<file path="src/rtl/klp_pkg.sv">
// Shared types and constants for the hazard scheduler.
//   hs_state_t  : scheduler FSM state (RUN/STALL/FLUSH)
//   hs_entry_t  : one in-flight writer record {valid, rd}
//   REG_ZERO    : architectural zero register address
//   STALL_CNT_W : width of the saturating stall counter
//   TRK_DEPTH   : number of tracked downstream stages (EX, MEM, WB)
package klp_pkg;

  localparam logic [4:0] REG_ZERO    = 5'd0;
  localparam int         STALL_CNT_W = 16;
  localparam int         TRK_DEPTH   = 3;

  typedef enum logic [1:0] {
    RUN   = 2'd0,
    STALL = 2'd1,
    FLUSH = 2'd2
  } hs_state_t;

  typedef struct packed {
    logic       valid;
    logic [4:0] rd;
  } hs_entry_t;

endpackage

</file>
<file path="src/rtl/hs_tracker.sv">
// In-flight destination tracker: a 3-deep shift register of writer records
// (index 0 = EX, 1 = MEM, 2 = WB) plus the RAW match against the ID sources.
// Ports:
//   clk, reset          : clock, async active-high reset (clears all entries)
//   issue, issue_rd     : ID instruction entering EX this cycle and its rd
//   rs1/rs1_used, rs2/rs2_used : ID source addresses and read qualifiers
//   hit                 : some used, non-zero source matches a valid entry
module hs_tracker
  import klp_pkg::*;
(
  input  logic       clk,
  input  logic       reset,
  input  logic       issue,
  input  logic [4:0] issue_rd,
  input  logic [4:0] rs1,
  input  logic       rs1_used,
  input  logic [4:0] rs2,
  input  logic       rs2_used,
  output logic       hit
);

  hs_entry_t            ent [TRK_DEPTH];
  logic [TRK_DEPTH-1:0] hit1, hit2;

  // x0 writers never become valid, so they can never match anything.
  always_ff @(posedge clk or posedge reset) begin
    if (reset) begin
      for (int i = 0; i < TRK_DEPTH; i++) ent[i] <= '0;
    end else begin
      ent[0] <= '{valid: issue && (issue_rd != REG_ZERO), rd: issue_rd};
      for (int i = 1; i < TRK_DEPTH; i++) ent[i] <= ent[i-1];
    end
  end

  // WB participates: the register file writes on the same edge ID reads,
  // so ID would otherwise see the stale value.
  for (genvar g = 0; g < TRK_DEPTH; g++) begin : g_match
    assign hit1[g] = ent[g].valid && (ent[g].rd == rs1);
    assign hit2[g] = ent[g].valid && (ent[g].rd == rs2);
  end

  assign hit = (rs1_used && (rs1 != REG_ZERO) && (|hit1)) ||
               (rs2_used && (rs2 != REG_ZERO) && (|hit2));

endmodule

</file>
<file path="src/rtl/hazard_sched.sv">
// RAW hazard / redirect scheduler for a 5-stage in-order pipeline.
// Stall and flush controls are combinational from the current ID contents,
// the tracker and the EX redirect, so a hazard stalls in the cycle it appears.
// Ports:
//   clk, reset        : clock, async active-high reset
//   i_id_*            : ID instruction sources, destination and qualifiers
//   i_ex_redirect     : EX resolved a taken branch/jump
//   o_stall_if/_id    : hold PC+IF/ID, hold ID
//   o_flush_id/_ex    : squash IF/ID, load bubble into ID/EX
//   o_state           : FSM state (debug)
//   o_stall_count     : saturating count of cycles with o_stall_id=1
module hazard_sched
  import klp_pkg::*;
(
  input  logic                   clk,
  input  logic                   reset,
  input  logic                   i_id_valid,
  input  logic [4:0]             i_id_rs1,
  input  logic [4:0]             i_id_rs2,
  input  logic                   i_id_rs1_used,
  input  logic                   i_id_rs2_used,
  input  logic [4:0]             i_id_rd,
  input  logic                   i_id_reg_wr_en,
  input  logic                   i_ex_redirect,
  output logic                   o_stall_if,
  output logic                   o_stall_id,
  output logic                   o_flush_id,
  output logic                   o_flush_ex,
  output logic [1:0]             o_state,
  output logic [STALL_CNT_W-1:0] o_stall_count
);

  hs_state_t              state;
  logic                   trk_hit, hazard, issue;
  logic [STALL_CNT_W-1:0] stall_cnt;

  hs_tracker u_trk (
    .clk      (clk),
    .reset    (reset),
    .issue    (issue),
    .issue_rd (i_id_rd),
    .rs1      (i_id_rs1),
    .rs1_used (i_id_rs1_used),
    .rs2      (i_id_rs2),
    .rs2_used (i_id_rs2_used),
    .hit      (trk_hit)
  );

  assign hazard = i_id_valid && trk_hit;

  // Outputs are gated by reset so they read 0 while reset is held,
  // regardless of what the ID/EX inputs present.
  always_comb begin
    o_stall_if = 1'b0;
    o_stall_id = 1'b0;
    o_flush_id = 1'b0;
    o_flush_ex = 1'b0;
    if (!reset) begin
      if (i_ex_redirect) begin
        // Redirect wins: a stalled ID instruction is wrong-path, drop it.
        o_flush_id = 1'b1;
        o_flush_ex = 1'b1;
      end else if (hazard) begin
        o_stall_if = 1'b1;
        o_stall_id = 1'b1;
        o_flush_ex = 1'b1;
      end
      // Second wrong-path fetch arrives one cycle after the redirect.
      if (state == FLUSH) o_flush_id = 1'b1;
    end
  end

  // Only writers of a real register that actually leave ID enter the tracker.
  assign issue = i_id_valid && i_id_reg_wr_en && !o_stall_id && !o_flush_ex;

  always_ff @(posedge clk or posedge reset) begin
    if (reset) begin
      state <= RUN;
    end else begin
      unique case (state)
        RUN:     if (i_ex_redirect) state <= FLUSH;
                 else if (hazard)   state <= STALL;
        STALL:   if (i_ex_redirect) state <= FLUSH;
                 else if (!hazard)  state <= RUN;
        FLUSH:   state <= RUN;
        default: state <= RUN;
      endcase
    end
  end

  always_ff @(posedge clk or posedge reset) begin
    if (reset)                            stall_cnt <= '0;
    else if (o_stall_id && stall_cnt != '1) stall_cnt <= stall_cnt + 1'b1;
  end

  assign o_state       = state;
  assign o_stall_count = stall_cnt;

endmodule

</file>
<file path="config.mk">
export PLATFORM = sky130hd
export DESIGN_NAME = hazard_sched
export DESIGN_NICKNAME = d
export VERILOG_FILES = /design/src/rtl/klp_pkg.sv /design/src/rtl/hs_tracker.sv /design/src/rtl/hazard_sched.sv
export SDC_FILE = /design/constraint.sdc
export NUM_CORES = 1
export LEC_CHECK = 0
export BUFFER_PORTS_ARGS = -buffer_cell sky130_fd_sc_hd__buf_2
export CAP_MARGIN = 40
export CORE_ASPECT_RATIO = 1.2
export CORE_UTILIZATION = 52
export DETAILED_ROUTE_END_ITERATION = 10
export PLACE_DENSITY = 0.81
export RECOVER_POWER = 25
export SKIP_CTS_REPAIR_TIMING = 1
export SLEW_MARGIN = 20
export SYNTH_ARGS = -nofsm -noshare
export SYNTH_HDL_FRONTEND = slang
export SYNTH_SLANG_ARGS = --single-unit
</file>
<file path="constraint.sdc">
create_clock -name clk -period 2.6 [get_ports clk]
set_input_delay 0.13 -clock clk [delete_from_list [all_inputs] [get_ports clk]]
set_output_delay 0.13 -clock clk [all_outputs]
set_load 0.01 [all_outputs]
</file>
==> PnR_summary.wiki <==
{| class="wikitable"
! Metric !! Value
|-
| Result of the run || finished with violations
|-
| Violated checks || capacitance limit, slew limit
|-
| Warnings, synthesis || 0
|-
| Max Fclk || 435 MHz
|-
| Global-route wire length before repair || 6.35 mm
|-
| DRC violation total after the first TritonRoute iteration || 16
|-
| Synthesized instance count || 157
|-
| Clock network power share || 32.0%
|-
| Post-synthesis net count || 180
|-
| Critical path start-end classification || reg2out
|-
| Leakage power || 1.04 nW
|-
| RD Place Congestion || 0.845
|-
| Net switching component of the power || 0.264 mW
|-
| Maximum clock skew at final layout || 11.1 ps
|-
| Internal cell power || 0.783 mW
|-
| Slew at the pin closest to its max-slew limit || 1860 ps
|-
| Pwr Density || 488 nW/um^2
|-
| Cell area after layout || 2150 um^2
|-
| Layout cell share with drive strength beyond 1 || 27.2%
|-
| Area growth from synthesis to layout || 21.2%
|-
| Clock tree from TritonCTS || done
|-
| Clock insertion delay at the later pin of the skew report || 350 ps
|-
| Minimum period implied by the final worst setup slack || 2300 ps
|-
| Flops & latches, synth || 36
|-
| Vias in the first global route || 1410
|-
| CTS max path bufs || 2
|-
| Peak supply drop || 0.364 mV
|-
| Initial antenna violation count || 0
|-
| Num ports || 44
|-
| Kind of path behind the tightest hold check || in2reg
|-
| Worst hold stages || 3
|-
| Placed Cells incl. Taps || 235
|-
| Remaining routing DRC violations || 0
|-
| Number of nets still failing antenna checks after routing || 0
|-
| Routed vias || 1376
|-
| Height of the die || 65.9 um
|-
| Period Utilization, post-route || 88.4%
|-
| Clock-pin slew reported for the worst setup and hold paths after clock tree synthesis || 100 ps
|-
| Type of element capturing the critical path || primary output
|-
| Setup-violating endpoint count in the final report || 0
|-
| Overall Global Routing Usage || 23.0%
|-
| Max Slew Vio Count || 37
|-
| Number of failing hold endpoints at the final stage || 0
|-
| Per-instance average area after synthesis || 11.3 um^2
|-
| Max_slew headroom || -24.1%
|-
| Site Rows || 22
|-
| Data required, critical path || 2470 ps
|-
| Remaining Overflow, GRT || 0
|-
| Unrepaired setup endpoints after global routing || false
|-
| Post-Syn Area || 1770 um^2
|-
| Final wirelength || 3.81 mm
|-
| HP Start || i_id_reg_wr_en
|-
| Data arrival time of the worst path || 2170 ps
|-
| Endpoint with the worst hold slack || u_trk.ent[17]$_DFF_PP0_
|-
| Reg2Reg Launch Point || u_trk.ent[0]$_DFF_PP0_
|-
| Nets@finish || 236
|-
| Part of the Yosys area used for sequential elements || 50.9%
|-
| Inserted Clock Buffers || 5
|-
| Unique masters post-synth || 30
|-
| Cell depth of the worst flop-to-flop path || 7
|-
| Library cell used as clock root buffer || sky130_fd_sc_hd__clkbuf_4
|-
| Total Negative Setup Slacks || 0 ps
|-
| Final Instance Count excl. Fillers || 249
|-
| DP Area || 2020 um^2
|-
| Register-to-Register Setup Slack || 430 ps
|-
| Core area || 3140 um^2
|-
| Largest fanout of any net on the critical path || 3
|-
| Die X-Extent || 55.3 um
|-
| Clock sink count || 36
|-
| Commonest cells after routing, fill and taps aside || sky130_fd_sc_hd__buf_2 (39), sky130_fd_sc_hd__xor2_1 (36), sky130_fd_sc_hd__dfrtp_1 (36)
|-
| Most frequent standard cell in the layout excluding fill and tap cells || sky130_fd_sc_hd__buf_2
|-
| Fraction of power consumed by combinational cells || 10.8%
|-
| Half-perimeter wire length of the detailed placement result || 2.77 mm
|-
| Starting Density || 56.4%
|-
| Total number of H-tree levels || 2
|-
| Maximum capacitance violations || 1
|-
| Detail-routed net length per standard cell || 15.3 um
|-
| Proportion of power drawn by flip-flops and latches || 57.2%
|-
| Floorplan die area || 3640 um^2
|-
| Drt pass-1 iters || 4
|-
| Post-layout utilization of the core || 68.4%
|-
| RR Endpoint || o_stall_count[15]$_DFFE_PP0P_
|-
| Pin count of the biggest net entering global routing || 37
|-
| Antenna cell count || 0
|-
| Via/cell ratio || 5.53
|-
| Count of buffers inserted at the top-level ports || 43
|-
| Switching Share || 25.2%
|-
| CP Launch Type || register
|}
==> critical path, cell delays in order, from the launching register on <==
cell	delay, ps
sky130_fd_sc_hd__dfrtp_1	420
sky130_fd_sc_hd__xor2_1	150
sky130_fd_sc_hd__nor4_1	430
sky130_fd_sc_hd__nand3_1	160
sky130_fd_sc_hd__a31oi_2	230
sky130_fd_sc_hd__o21ai_0	150
sky130_fd_sc_hd__a21oi_1	160
sky130_fd_sc_hd__buf_2	140
==> synthesized netlist by cell type <==
master	count	share of area [%]
sky130_fd_sc_hd__buf_6	1	0.64
sky130_fd_sc_hd__a21oi_1	3	0.85
sky130_fd_sc_hd__o211ai_1	1	0.42
sky130_fd_sc_hd__nand3_1	13	3.7
sky130_fd_sc_hd__nor4_2	4	2.8
sky130_fd_sc_hd__nand2_1	7	1.5
sky130_fd_sc_hd__and4_1	1	0.49
sky130_fd_sc_hd__xnor2_1	8	4.0
sky130_fd_sc_hd__inv_1	5	1.1
sky130_fd_sc_hd__ha_1	1	0.71
sky130_fd_sc_hd__xor2_1	36	18
sky130_fd_sc_hd__a31oi_2	1	0.71
sky130_fd_sc_hd__nor3_1	4	1.1
sky130_fd_sc_hd__nand4_1	1	0.35
sky130_fd_sc_hd__or2_2	1	0.35
sky130_fd_sc_hd__nand2b_1	1	0.35
sky130_fd_sc_hd__buf_4	1	0.42
sky130_fd_sc_hd__and3_1	2	0.71
sky130_fd_sc_hd__nor4b_1	1	0.49
sky130_fd_sc_hd__or4_1	3	1.3
sky130_fd_sc_hd__nor3_2	5	2.8
sky130_fd_sc_hd__a31oi_1	2	0.71
sky130_fd_sc_hd__mux2_1	1	0.64
sky130_fd_sc_hd__o21ai_1	1	0.28
sky130_fd_sc_hd__nor4_1	4	1.4
sky130_fd_sc_hd__o21ai_2	1	0.49
sky130_fd_sc_hd__o21ai_0	2	0.57
sky130_fd_sc_hd__nor2_1	9	1.9
sky130_fd_sc_hd__dfrtp_1	36	51
sky130_fd_sc_hd__mux2i_1	1	0.57
==> power groups by stage <==
stage / sequential (mW) / clock (mW) / combinational [mW]
2_1_floorplan: 0.607 / 0 / 0.0585
3_3_place_gp: 0.608 / 0 / 0.106
3_5_place_dp: 0.610 / 0 / 0.107
4_1_cts: 0.599 / 0.339 / 0.107
5_1_grt: 0.603 / 0.363 / 0.125
6_report: 0.599 / 0.335 / 0.113
==> worst max path at each step <==
stage | startpoint | to | slack [ps]
finish | u_trk.ent[0]$_DFF_PP0_ | o_flush_ex | 300
global route | reset | o_stall_count[4]$_DFFE_PP0P_ | 80
CTS | u_trk.ent[13]$_DFF_PP0_ | o_flush_ex | 290
detailed placement | i_id_rs2[1] | o_stall_count[1]$_DFFE_PP0P_ | 370
global placement | i_id_rs2[1] | o_stall_count[1]$_DFFE_PP0P_ | 410
floorplan | reset | o_stall_count[1]$_DFFE_PP0P_ | 510
==> through the flow <==
step	power [mW]	setup slack [ps]	hold WS (ps)
floorplan	0.666	510	161
global placement	0.715	408	257
detailed placement	0.717	374	254
CTS	1.05	293	-109
global route	1.09	75.7	65.6
finish	1.05	301	49.0
==> logic make-up after synthesis <==
group,Yosys count,share of synthesized area (%)
AND/OR/NAND/NOR,56,19.3
XOR/XNOR,44,21.8
flip-flops,36,50.9
AO/OA/AOI/OAI,11,4.03
buffers and inverters,7,2.12
multiplexers,2,1.20
adder cells (fa/ha/maj),1,0.707
==> state kept, by name (all words and copies together), names as in the netlist <==
name / cells
o_stall_count: 16
u_trk.ent: 18
o_state: 2
==> layout make-up <==
type | count | area [um^2]
clock buffers | 7 | 65.1
well taps | 36 | 45.0
fillers | 259 | 992
inverters | 5 | 18.8
multi-input cells | 114 | 832
repair buffers | 51 | 284
flip-flops and latches | 36 | 901
==> layer usage <==
layer / global-route usage, % / part of all wire (%) / vias up
li1: - / - / 651
met1: 26.0 / 41 / 685
met2: 40.5 / 53 / 31
met3: 6.26 / 4.3 / 9
met4: 10.6 / 2.2 / 0
met5: 0 / 0 / -
(Power assumes the default switching activity.)
